[src/rtl/conv_window_ctrl.sv]
// Line-buffer sequencer for a KxK convolution window.
// Generates queue push/pop/clear strobes and flags valid windows with their top-left position.
module conv_window_ctrl #(
   parameter int unsigned IMG_W = 28,
   parameter int unsigned IMG_H = 28,
   parameter int unsigned K     = 3,
   parameter int unsigned CW    = 5
) (
   input  logic          clk,
   input  logic          rst,
   input  logic          start,
   input  logic          abort,
   input  logic          pix_vld,
   output logic          pix_rdy,
   output logic          q_push,
   output logic          q_pop,
   output logic          q_clr_n,
   output logic          win_vld,
   output logic [CW-1:0] win_row,
   output logic [CW-1:0] win_col,
   output logic          busy,
   output logic          done
);

   localparam logic [CW-1:0] COL_LAST = CW'(IMG_W - 1);
   localparam logic [CW-1:0] ROW_LAST = CW'(IMG_H - 1);
   localparam logic [CW-1:0] KM1      = CW'(K - 1);

   typedef enum logic [1:0] {
      IDLE  = 2'd0,
      RUN   = 2'd1,
      DRAIN = 2'd2,
      DONE  = 2'd3
   } state_e;

   state_e          state_q, state_d;
   logic [CW-1:0]   col_q, col_d;
   logic [CW-1:0]   row_q, row_d;
   logic            win_vld_q, win_vld_d;
   logic [CW-1:0]   win_row_q, win_row_d;
   logic [CW-1:0]   win_col_q, win_col_d;
   logic            clr_n_q, clr_n_d;
   logic            busy_q, busy_d;
   logic            done_q, done_d;
   logic            accept;

   assign pix_rdy = (state_q == RUN);
   assign accept  = pix_vld & pix_rdy;
   // Row 0 only fills the queues; from row 1 on every push is paired with a pop.
   assign q_push  = accept;
   assign q_pop   = accept & (row_q != '0);

   assign q_clr_n = clr_n_q;
   assign win_vld = win_vld_q;
   assign win_row = win_row_q;
   assign win_col = win_col_q;
   assign busy    = busy_q;
   assign done    = done_q;

   // Next-state, counter and registered-output logic.
   always_comb begin
      state_d   = state_q;
      col_d     = col_q;
      row_d     = row_q;
      win_vld_d = 1'b0;
      win_row_d = win_row_q;
      win_col_d = win_col_q;
      clr_n_d   = 1'b1;
      done_d    = 1'b0;

      case (state_q)
         IDLE: begin
            if (start && !abort) begin
               state_d = RUN;
               clr_n_d = 1'b0;
               col_d   = '0;
               row_d   = '0;
            end
         end
         RUN: begin
            if (abort) begin
               state_d = IDLE;
               clr_n_d = 1'b0;
               col_d   = '0;
               row_d   = '0;
            end else if (accept) begin
               if ((row_q >= KM1) && (col_q >= KM1)) begin
                  win_vld_d = 1'b1;
                  win_row_d = row_q - KM1;
                  win_col_d = col_q - KM1;
               end
               if (col_q == COL_LAST) begin
                  col_d = '0;
                  if (row_q == ROW_LAST) begin
                     row_d   = '0;
                     state_d = DRAIN;
                  end else begin
                     row_d = row_q + CW'(1);
                  end
               end else begin
                  col_d = col_q + CW'(1);
               end
            end
         end
         DRAIN: begin
            if (abort) begin
               state_d = IDLE;
               clr_n_d = 1'b0;
               col_d   = '0;
               row_d   = '0;
            end else begin
               state_d = DONE;
               done_d  = 1'b1;
            end
         end
         DONE: begin
            state_d = IDLE;
         end
         default: begin
            state_d = IDLE;
         end
      endcase

      busy_d = (state_d != IDLE);
   end

   always_ff @(posedge clk or negedge rst) begin
      if (!rst) begin
         state_q   <= IDLE;
         col_q     <= '0;
         row_q     <= '0;
         win_vld_q <= 1'b0;
         win_row_q <= '0;
         win_col_q <= '0;
         clr_n_q   <= 1'b1;
         busy_q    <= 1'b0;
         done_q    <= 1'b0;
      end else begin
         state_q   <= state_d;
         col_q     <= col_d;
         row_q     <= row_d;
         win_vld_q <= win_vld_d;
         win_row_q <= win_row_d;
         win_col_q <= win_col_d;
         clr_n_q   <= clr_n_d;
         busy_q    <= busy_d;
         done_q    <= done_d;
      end
   end

endmodule
[config.mk]
export PLATFORM = sky130hd
export DESIGN_NAME = conv_window_ctrl
export DESIGN_NICKNAME = d
export VERILOG_FILES = /design/src/rtl/conv_window_ctrl.sv
export SDC_FILE = /design/constraint.sdc
export NUM_CORES = 1
export LEC_CHECK = 0
export BUFFER_PORTS_ARGS = -buffer_cell sky130_fd_sc_hd__buf_2
export CAP_MARGIN = 10
export CORE_UTILIZATION = 50
export DETAILED_ROUTE_END_ITERATION = 6
export HOLD_SLACK_MARGIN = 0.06
export PLACE_DENSITY = 0.72
export SLEW_MARGIN = 5
export SYNTH_ARGS = -nofsm -noshare
export SYNTH_HDL_FRONTEND = slang
export SYNTH_SLANG_ARGS = --single-unit
[constraint.sdc]
create_clock -name clk -period 4.75 [get_ports clk]
set_input_delay 0.2375 -clock clk [delete_from_list [all_inputs] [get_ports clk]]
set_output_delay 0.2375 -clock clk [all_outputs]
set_load 0.005 [all_outputs]
# After elaboration in Yosys (flattened, before gate mapping)
# Cells that the tools add are included.
# word_totals
regBits,26
inputBits,5
out_inout_bits,17
elab_cells,64
# op_classes
addsub,4
n_lt_le_gt_ge,2
eq_ne,9
mux,26
bitwise_logic,3
n_reduce_logical,11
# op_table
cell,n
two-way mux 5 bit,9
case mux 5 bit (3 select lines),2
two-way mux 2 bit,6
"adder 5 x 1 -> 5 bit, second input constant",2
"equality test 5 bit, second input constant",2
">= comparator 5 x 2 -> 1 bit, second input constant",2
"subtractor 5 x 2 -> 5 bit, second input constant",2
case mux 2 bit (4 select lines),1
AND reduction 4 bit,2
two-way mux 1 bit,7
"!= test 3 x 2 -> 1 bit, second input constant",2
AND reduction 5 bit,1
nonzero test 5 bit,1
"equality test 2 bit, second input constant",2
"!= test 2 bit, second input constant",2
nonzero test 3 bit,1
bitwise AND 1 bit,2
"equality test 2 x 1 -> 1 bit, second input constant",1
logical AND 1 bit,2
zero test 2 bit,1
case mux 1 bit (2 select lines),1
nonzero test 2 bit,1
OR reduction 2 bit,1
zero test 1 bit,1
inverter 1 bit,1

# Logic depth before layout (Yosys ltp)
# depth
word_depth,7
mapped_depth,7
depth_no_buf,7

# Worst setup path before layout
# Ideal clock, no wire load.
# synth_path
kind,flip-flop to flip-flop
from,reg state_q[0]
to,reg col_q[3]
arrival_time_ns,1.819
slack_ns,2.854
stages_incl_launch_ff,8
period_less_slack_ns,1.896
cell_sequence,dfrtp_1 inv_1 ha_1 clkbuf_1 a211o_1 buf_6 or4_1 a21oi_1
# synth_between
elab_chain_cells,4
word_cells_on_any_way,10
# synth_rtl
element,line,rtl
"start, declared",36,"state_e state_q, state_d;"
"start signal, assigned",139,state_q <= state_d;
equality test 2 x 1 -> 1 bit,"47, 71",
bitwise AND 1 bit,48,assign accept = pix_vld & pix_rdy;
!= test 3 x 2 -> 1 bit (no line),-,
AND reduction 4 bit (no line),-,
"end signal, assigned",140,col_q <= col_d;
"end, declared",37,"logic [CW-1:0] col_q, col_d;"
# Several ways; a longest one is shown, not always the timed one.
# A chain may end at the register's enable or synchronous reset.

# Worst setup path after layout
# layout_path
from,reg state_q[1]
to,reg win_col_q[0] (netlist: win_col[0])
# layout_between
elab_chain_cells,3
# layout_rtl
element,line,rtl
equality test 2 x 1 -> 1 bit (*),"47, 71",
bitwise AND 1 bit,48,
AND reduction 4 bit (no line) (*),-,
"end signal, assigned",144,win_col_q <= win_col_d;
"end, declared",41,"logic [CW-1:0] win_col_q, win_col_d;"
# Every way passes the cells marked *; elsewhere a longest branch is shown, timed or not.

==> flow_summary.yaml <==
floorplanning:
  die_w_um: 56.6
  placeableCoreArea_sq_mm: 0.00278
  floorplan.initialDensity: 0.535
  die_height_um: 56.6
  rows: 19
  die-area_sq_mm: 0.00320
  i_o_pins: 22
synth:
  yosys_warnings: 0
  mappedNetlistNets: 162
  top_count_cell_post_synth: "dfrtp_1"
  postSynth.asyncResetShare: 1.00
  yosys_most_used_dff: "dfrtp_1"
  ys_ff_latch: 26
  syn_area_per_cell_sq_um: 10.3
  part_of_the_yosys_area_used_for_sequential_elements: 0.438
  synth.top_cells.by_area: "dfrtp_1 (42%), ha_1 (11%), mux2_1 (6.1%)"
  synth_top_cell_by_area: "dfrtp_1"
  postSynthCellCount: 144
  netlist-cell-type-count: 37
  post_synth_most_frequent_cells: "dfrtp_1 (25), ha_1 (13), inv_1 (13)"
  mappedNetlistArea_sq_mm: 0.00149
  synth_edf_count: 0
  synth_top_area_frac: 0.420
clocking:
  ctsLongestPathBuffers: 2
  cts.htree.levels: 1
  clkTransAtPathRegs_ns: 0.13
  postCtsSetupBuffers: 0
  cts_hold_buf: 1
  numCtsBuffers: 3
  tritoncts: "yes"
  post_cts_resized: 0
  cts.sink_count: 26
  clk_latency_ns: 0.31
  clock_tree.root_cell: "clkbuf_4"
pwr:
  vdd_ir_drop_max_uv: 251
  power_density_mw_per_mm2: 301
  leakage_power_uw: 0.000848
  post-layout-total-power_uw: 492
timing:
  grt_setup_unrepaired: "no"
  timing_worst_slew_pin_value_ns: 0.594
  fin_tns_setup_ns: 0
  fin_max_slew_vios: 0
  max_freq_mhz: 459
  finalHoldViolations: 0
  finalCritPeriodShare: 0.458
  max-slew-margin-rel: 0.603
  timing.final.setup_violations: 0
  period_minus_ws_final_ns: 2.18
  fin_worst_skew_ns: 0.00304
placed_design:
  portBuffers: 21
  post-dp-hpwl_um: 2130
  finalWeightedCongestion: 0.858
routing:
  routed_wirelength_um: 2840
  wl_per_cell_um: 14.6
  detailedRoute.firstPassIterationCount: 5
  vias_per_cell: 5.81
  post_route_antenna_net_violation_count: 0
  detailedRoute.firstIterationViolations: 42
  drc_errors: 0
  route.vias.total: 1127
grt:
  groute.usage.overall: 0.201
  grt_max_degree: 27
  grt_pass1_vias: 1161
  grt_antenna_before_repair: 0
  grt_residual_overflow: 0
  global_route_wire_length_before_repair_um: 5040
hold_path:
  hold_class: "input pin to flip-flop"
  hold-path-endpoint: "done"
  min_from: "abort"
  worstHoldPathCells: 2
worst_setup_path:
  timing.setup.critical_path_class: "flip-flop to flip-flop"
  arrival_time_at_the_worst_endpoint_ns: 2.39
  worst_r2r_startpoint: "state_q[1]"
  worst_path_dominant_cell_family: "simple AND/OR/NAND/NOR gates"
  crit_path_top_delay_cell: "nand4_1"
  cp.buffers_inverters: 1
  worst-r2r-cell-count: 5
  cp_peak_stage_delay_ns: 0.51
  regToRegEndpoint: "win_col[0]"
  reg2reg_slack_ns: 2.57
  critical_path.max_fanout: 11
  cp-end-kind: "flip-flop"
  path_cells: "inv_1 > ha_1 > and2b_1 > nand4_1 > mux2_1"
  timing.critical_path.from_type: "flip-flop"
  critical_path_required_ns: 4.96
run:
  cap_viol_max_count: 0
finish:
  layout-area-overhead-vs-synth_pct: 9.66
  num_antenna_cells: 0
  final.fill_count: 246
  drive_above_1_share: 0.172
  layout.nets: 182
run_status:
  run_status: "finished, final reports clean"
worst max-delay path by stage:
stage                      end        from  cells past startpoint
finish              win_col[0]  state_q[1]                      5
global route        win_row[3]  state_q[1]                      5
CTS                 win_col[0]  state_q[1]                      5
detailed placement  win_row[3]  state_q[1]                      5
global placement    win_col[4]  state_q[1]                      5
floorplan             col_q[3]  state_q[0]                      7
stage by stage:
stage	setup slack (ns)	cell area [sq um]	cells	util	hold slack (ns)
2_1_floorplan	2.85	1490	144	-	-0.0581
3_3_place_gp	2.69	1600	189	0.574	0.256
3_5_place_dp	2.54	1600	189	0.574	0.266
4_1_cts	2.52	1630	194	0.587	0.169
5_1_grt	2.42	1630	194	0.587	0.163
6_report	2.57	1630	194	0.587	0.180
layer usage:
| metal | vias to the layer above | track usage | part of all wire |
|---|---|---|---|
| met1 | 549 | 0.252 | 0.46 |
| met5 | - | 0 | 0 |
| met4 | 0 | 0.105 | 0.0095 |
| met2 | 24 | 0.331 | 0.49 |
| li1 | 550 | - | - |
| met3 | 4 | 0.0346 | 0.038 |
kinds of logic after synthesis:
| kind of cell | share of synthesized area |
|---|---|
| xor gates and xnor gates | 0.0235 |
| DFF | 0.438 |
| and+or+nand+nor | 0.136 |
| AOI/OAI and AO/OA | 0.149 |
| buffers and inverters | 0.0571 |
| muxes | 0.0874 |
| adders and majority gates | 0.109 |
report_power, final:
group	leakage, uW	internal, uW	total [uW]	switching [uW]
Sequential	0.000346	239	251	11.4
Clock	0.0000150	32.8	95.3	62.4
Combinational	0.000487	53.3	146	92.7
cells in the final DEF, fill, tap and decap left out, drive strengths merged, types with 3 or more instances in the layout:
cell type and count:
xor2 4, nand3 5, dfrtp 25, inv 13
nand2b 4, buf 21, nor2 5, nand2 7
nor3 3, a21oi 6, mux2i 4, clkbuf 4
mux2 8, ha 13, o21ai 8, o31ai 10
registers in the layout, indices dropped and copies added (netlist names):
signal and count:
state_q 2, row_q 5, col_q 5, win_vld 1
done 1, q_clr_n 1, win_col 5, busy 1
win_row 5
cell type report:
| class | instances | area, sq um | share of cell area |
|---|---|---|---|
| Sequential cell | 26 | 652 | 0.399 |
| Tap cell | 31 | 38.8 | 0.0238 |
| Timing Repair Buffer | 22 | 115 | 0.0705 |
| Clock buffer | 4 | 26.3 | 0.0161 |
| Inverter | 13 | 48.8 | 0.0299 |
| Multi-Input combinational cell | 98 | 752 | 0.461 |
worst register-to-register path, stage by stage (launching register included):
cell and delay [ns]:
dfrtp_1 0.45, inv_1 0.10, ha_1 0.24, and2b_1 0.25, nand4_1 0.52, mux2_1 0.52
Note: power is estimated with default switching activity, not from simulation.
